[src/rtl/spi_slave_mode.sv]
// SPI slave link (any mode, DATA_W-bit words): pins pass SYNC_STAGES flops, events act SYNC_STAGES+1 clk after the pin.
// No backpressure on the SPI side: a stalled rx consumer gets rx_data overwritten (rx_overrun); no tx word sends TX_IDLE (tx_underrun).
module spi_slave_mode #(
  parameter int                DATA_W      = 8,
  parameter bit                CPOL        = 1'b0,
  parameter bit                CPHA        = 1'b1,
  parameter bit                MSB_FIRST   = 1'b1,
  parameter int                SYNC_STAGES = 2,
  parameter logic [DATA_W-1:0] TX_IDLE     = DATA_W'(8'hFF)
) (
  input  logic              clk,
  input  logic              rst,
  input  logic              SCLK,
  input  logic              SS,
  input  logic              MOSI,
  output logic              MISO,
  input  logic [DATA_W-1:0] tx_data,
  input  logic              tx_valid,
  output logic              tx_ready,
  output logic [DATA_W-1:0] rx_data,
  output logic              rx_valid,
  input  logic              rx_ready,
  output logic              busy,
  output logic [7:0]        word_cnt,
  output logic              frame_err,
  output logic              rx_overrun,
  output logic              tx_underrun
);
  localparam int                CNT_W    = $clog2(DATA_W + 1);
  localparam logic [CNT_W-1:0]  LAST_BIT = CNT_W'(DATA_W);
  localparam logic [1:0]        ST_IDLE  = 2'd0;
  localparam logic [1:0]        ST_LOAD  = 2'd1;
  localparam logic [1:0]        ST_SHIFT = 2'd2;

  logic [SYNC_STAGES-1:0] r_sclk_sync, r_ss_sync, r_mosi_sync;
  logic                   r_sclk_d, r_ss_d;
  logic [SYNC_STAGES:0]   r_flush;
  logic [1:0]             r_state;
  logic [CNT_W-1:0]       r_bit_cnt;
  logic [7:0]             r_word_cnt;
  logic [DATA_W-1:0]      r_tx_shift, r_rx_shift, r_rx_data;
  logic                   r_rx_valid, r_frame_err, r_rx_overrun, r_tx_underrun;

  logic                   w_sclk, w_ss, w_mosi, w_lead, w_trail, w_sample, w_shift;
  logic                   w_ss_fall, w_ss_rise, w_word_done;
  logic [CNT_W-1:0]       w_bit_inc;
  logic [DATA_W-1:0]      w_rx_next, w_tx_next;

  always_ff @(posedge clk or negedge rst) begin
    if (!rst) begin
      r_sclk_sync <= {SYNC_STAGES{CPOL}};
      r_ss_sync   <= '1;
      r_mosi_sync <= '0;
      r_sclk_d    <= CPOL;
      r_ss_d      <= 1'b1;
      r_flush     <= '0;
    end else begin
      r_sclk_sync <= {r_sclk_sync[SYNC_STAGES-2:0], SCLK};
      r_ss_sync   <= {r_ss_sync[SYNC_STAGES-2:0], SS};
      r_mosi_sync <= {r_mosi_sync[SYNC_STAGES-2:0], MOSI};
      r_sclk_d    <= w_sclk;
      r_ss_d      <= w_ss;
      r_flush     <= {r_flush[SYNC_STAGES-1:0], 1'b1};
    end
  end

  assign w_sclk   = r_sclk_sync[SYNC_STAGES-1];
  assign w_ss     = r_ss_sync[SYNC_STAGES-1];
  assign w_mosi   = r_mosi_sync[SYNC_STAGES-1];
  assign w_lead   = (w_sclk != CPOL) && (r_sclk_d == CPOL);
  assign w_trail  = (w_sclk == CPOL) && (r_sclk_d != CPOL);
  assign w_sample = CPHA ? w_trail : w_lead;
  assign w_shift  = CPHA ? w_lead : w_trail;
  // Until the chain holds real pin history, a low SS left over from reset must not look like a start.
  assign w_ss_fall = !w_ss && r_ss_d && r_flush[SYNC_STAGES];
  assign w_ss_rise = w_ss && !r_ss_d;

  assign w_bit_inc   = r_bit_cnt + CNT_W'(1);
  assign w_word_done = w_sample && (w_bit_inc == LAST_BIT);
  assign w_rx_next   = MSB_FIRST ? {r_rx_shift[DATA_W-2:0], w_mosi} : {w_mosi, r_rx_shift[DATA_W-1:1]};
  assign w_tx_next   = MSB_FIRST ? {r_tx_shift[DATA_W-2:0], 1'b0} : {1'b0, r_tx_shift[DATA_W-1:1]};

  always_ff @(posedge clk or negedge rst) begin
    if (!rst) begin
      r_state       <= ST_IDLE;
      r_bit_cnt     <= '0;
      r_word_cnt    <= '0;
      r_tx_shift    <= '0;
      r_rx_shift    <= '0;
      r_rx_data     <= '0;
      r_rx_valid    <= 1'b0;
      r_frame_err   <= 1'b0;
      r_rx_overrun  <= 1'b0;
      r_tx_underrun <= 1'b0;
    end else begin
      r_frame_err   <= 1'b0;
      r_rx_overrun  <= 1'b0;
      r_tx_underrun <= 1'b0;
      if (r_rx_valid && rx_ready) r_rx_valid <= 1'b0;
      case (r_state)
        ST_IDLE: begin
          if (w_ss_fall) begin
            r_state    <= ST_LOAD;
            r_word_cnt <= '0;
            r_bit_cnt  <= '0;
          end
        end
        ST_LOAD: begin
          r_tx_shift    <= tx_valid ? tx_data : TX_IDLE;
          r_tx_underrun <= !tx_valid;
          r_bit_cnt     <= '0;
          r_state       <= w_ss_rise ? ST_IDLE : ST_SHIFT;
        end
        ST_SHIFT: begin
          if (w_ss_rise) begin
            r_frame_err <= (r_bit_cnt != '0);
            r_state     <= ST_IDLE;
          end else begin
            if (w_sample) begin
              r_rx_shift <= w_rx_next;
              r_bit_cnt  <= w_bit_inc;
            end
            // The first bit of a word is already on MISO straight out of LOAD.
            if (w_shift && (r_bit_cnt != '0)) r_tx_shift <= w_tx_next;
            if (w_word_done) begin
              r_rx_data    <= w_rx_next;
              r_rx_valid   <= 1'b1;
              r_rx_overrun <= r_rx_valid && !rx_ready;
              if (r_word_cnt != 8'hFF) r_word_cnt <= r_word_cnt + 8'd1;
              r_state      <= ST_LOAD;
            end
          end
        end
        default: r_state <= ST_IDLE;
      endcase
    end
  end

  assign MISO        = !SS && (MSB_FIRST ? r_tx_shift[DATA_W-1] : r_tx_shift[0]);
  assign tx_ready    = (r_state == ST_LOAD);
  assign rx_data     = r_rx_data;
  assign rx_valid    = r_rx_valid;
  assign busy        = !w_ss;
  assign word_cnt    = r_word_cnt;
  assign frame_err   = r_frame_err;
  assign rx_overrun  = r_rx_overrun;
  assign tx_underrun = r_tx_underrun;
endmodule

[config.mk]
export PLATFORM = sky130hd
export DESIGN_NAME = spi_slave_mode
export DESIGN_NICKNAME = d
export VERILOG_FILES = /design/src/rtl/spi_slave_mode.sv
export SDC_FILE = /design/constraint.sdc
export NUM_CORES = 1
export LEC_CHECK = 0
export BUFFER_PORTS_ARGS = -buffer_cell sky130_fd_sc_hd__buf_2
export CAP_MARGIN = 25
export CORE_UTILIZATION = 30
export CTS_BUF_LIST = sky130_fd_sc_hd__clkbuf_2 sky130_fd_sc_hd__clkbuf_4 sky130_fd_sc_hd__clkbuf_8
export CTS_CLUSTER_DIAMETER = 80
export DETAILED_ROUTE_END_ITERATION = 10
export PLACE_DENSITY = 0.53
export SLEW_MARGIN = 20
export SYNTH_ARGS = -nofsm -noshare
export SYNTH_HDL_FRONTEND = slang
export SYNTH_SLANG_ARGS = --single-unit
[constraint.sdc]
create_clock -name clk -period 1.65 [get_ports clk]
set_input_delay 0.33 -clock clk [delete_from_list [all_inputs] [get_ports clk]]
set_output_delay 0.33 -clock clk [all_outputs]
set_load 0.1 [all_outputs]
==> metrics.yaml <==
status: "complete, but fails checks"
violations: "setup timing"
die_w_um: 88.7
synth_area_per_cell_um2: 10.5
synthCells: 214
die_y_um: 88.7
ir_drop_v: 0.000741
grt_max_degree: 29
drcViolationCount: 0
clock-sinks: 52
crit_required_ps: 1840
antenna_found_initial: 0
yosys_warnings: 0
dp.cells: 362
async_reset_ff_share_pct: 100
cts_max_level: 2
clk_path_buf_depth: 2
clock_skew_ps: 5.69
synthToLayoutAreaGrowth_pct: 35.3
io_pins: 38
dr.pass1.iters: 4
yosysSeqAreaShare_pct: 57.9
overflow: 0
cts_tree: "yes"
cp-end-kind: "register"
die_area_um2: 7860
arrival_ps: 1890
dpl_cell_area_um2: 2780
rows: 31
powerDensity_nw_per_um2: 1230
synth_area_um2: 2250
grt_pass1_vias: 1543
slew_violations: 0
drt_iter0_drc: 81
max_freq_mhz: 590
syn_nets: 233
synth_area_leaders: "dfrtp_1, nand2_1, o21ai_0"
setup_ws_ps: -45.9
synth_edf_count: 0
core-area_um2: 7250
initial_utilization_pct: 31.1
final_layout_size_suffix_gt1_share_pct: 43.0
cts.clk_slew.worst_paths_ps: 90
cp-start-kind: "register"
drtAntennaViolNets: 0
grt_setup_unrepaired: "true"
timing.hold.worst.class: "input pin to asynchronous set/reset pin"
vias_per_cell: 4.56
synthTopCellsByCount: "dfrtp_1, nand2_1, o21ai_0"
finalInstanceArea_um2: 3050
place.gp.congestion: 0.768
num_antenna_cells: 0
final_net_count: 295
finalPower_uw: 3740
port_buffers: 37
synthFlopType: "dfrtp_1"
critPathKind: "register to register"
utilization_pct: 42.0
min_period_over_period_pct: 103
layout.cells.non_filler: 376
post-route-min-period_ps: 1700
yosysTopAreaCell: "dfrtp_1"
worst_hold_slack_ps: 12.9
cts_hold_buffers: 0
wire_per_inst_um: 12.4
numCtsBuffers: 5
yosysUniqueCellTypes: 44
power.leakage_uw: 0.00148
crit_fanout: 5
yosysMostFrequentCell: "dfrtp_1"
grt_pass1_wl_um: 7510
synth_seq_cells: 52
hpwl_um: 3280
hold_viol_final: 0
cts_root_buf: "clkbuf_8"
setup_viol: 10
wl_um: 4670
maxCapViolCount: 0
grtUsageTotal_pct: 12.6
vias: 1715
yosysTopAreaCellShare_pct: 54.4
clock_latency_ps: 300
state kept, by name (all words and copies together) (netlist names), 2 cells and up:
register	count
r_bit_cnt	4
r_flush	3
r_mosi_sync	2
r_rx_shift	7
r_sclk_sync	2
r_ss_sync	2
r_state	2
r_tx_shift	8
rx_data	8
word_cnt	8
routing by layer:
layer | vias to the layer above | part of all wire (%) | GRT usage (%)
met1 | 822 | 48 | 17.8
met5 | - | 0 | 0
met4 | 0 | 1.3 | 3.96
met3 | 6 | 3.0 | 2.52
met2 | 31 | 48 | 19.4
li1 | 856 | - | -
path summary, 6_finish.rpt:
path | start | slack, ps | cells after the start | end
hold reg to reg | r_flush[1]$_DFF_PN0_ | 350 | 0 | r_flush[2]$_DFF_PN0_
setup reg to reg | r_bit_cnt[1]$_DFFE_PN0P_ | -50 | 6 | rx_data[7]$_DFFE_PN0P_
hold / removal | rst | 10 | 2 | word_cnt[4]$_DFFE_PN0P_
min in group clk | MOSI | 130 | 1 | r_mosi_sync[0]$_DFF_PN0_
setup / recovery | r_bit_cnt[1]$_DFFE_PN0P_ | -50 | 6 | rx_data[7]$_DFFE_PN0P_
max in group asynchronous | rst | 1340 | 2 | r_bit_cnt[2]$_DFFE_PN0P_
through the flow:
stage	TNS, ps	setup WS, ps
4_1_cts	-174	-38.6
5_1_grt	-1380	-112
6_report	-281	-45.9
3_5_place_dp	-466	-72.5
2_1_floorplan	-362	-48.0
3_3_place_gp	-358	-56.1
critical path, cell delays in order, from the launching register on:
cell and delay (ps):
dfrtp_1 400, ha_2 210, xnor2_2 180, nand3_2 120
nor3_4 200, buf_6 180, mux2_4 300
what timing repair did:
| action | in CTS | in global routing |
|---|---|---|
| endpoints found under the setup margin | 19 | 25 |
| setup buffers | 3 | 2 |
| pin swaps | 2 | 5 |
| resized for setup | 16 | 16 |
| gates cloned | 1 | 0 |
layout by cell type, fill, tap and decap left out, types with 7 or more instances in the layout:
| master | netlist | routed |
|---|---|---|
| buf_4 | 1 | 18 |
| dfrtp_2 | 0 | 7 |
| o21ai_0 | 21 | 18 |
| nand2_1 | 38 | 37 |
| dfrtp_1 | 49 | 40 |
| nor2_1 | 15 | 14 |
| buf_2 | 2 | 36 |
| inv_1 | 8 | 8 |
| mux2_4 | 0 | 8 |
cell families (layout without fill, tap and decap cells):
logic type	after synthesis	count (layout)	share of synthesized area, %
and+or+nand+nor	87	87	18.1
DFF	52	52	57.9
AOI/OAI and AO/OA	44	44	13.0
buffers and inverters	15	78	3.44
muxes	8	8	4.00
adders and majority gates	4	4	2.22
xor gates and xnor gates	3	3	1.17
other	1	1	0.166
layout make-up:
cell class,count,area [um^2]
clock buffers,6,76.3
clock inverters,2,35.0
fillers,715,4200
inverters,8,30.0
multi-input cells,147,1040
flip-flops and latches,52,1320
well taps,99,124
repair buffers,62,423
report_power, final:
group	switching, uW	internal [uW]	total, uW	leakage (uW)
Sequential	107	1460	1560	0.000647
Combinational	784	519	1300	0.000776
Clock	403	467	870	0.0000586
Total	1290	2440	3740	0.00148
Power figures use the tool's default switching activity.
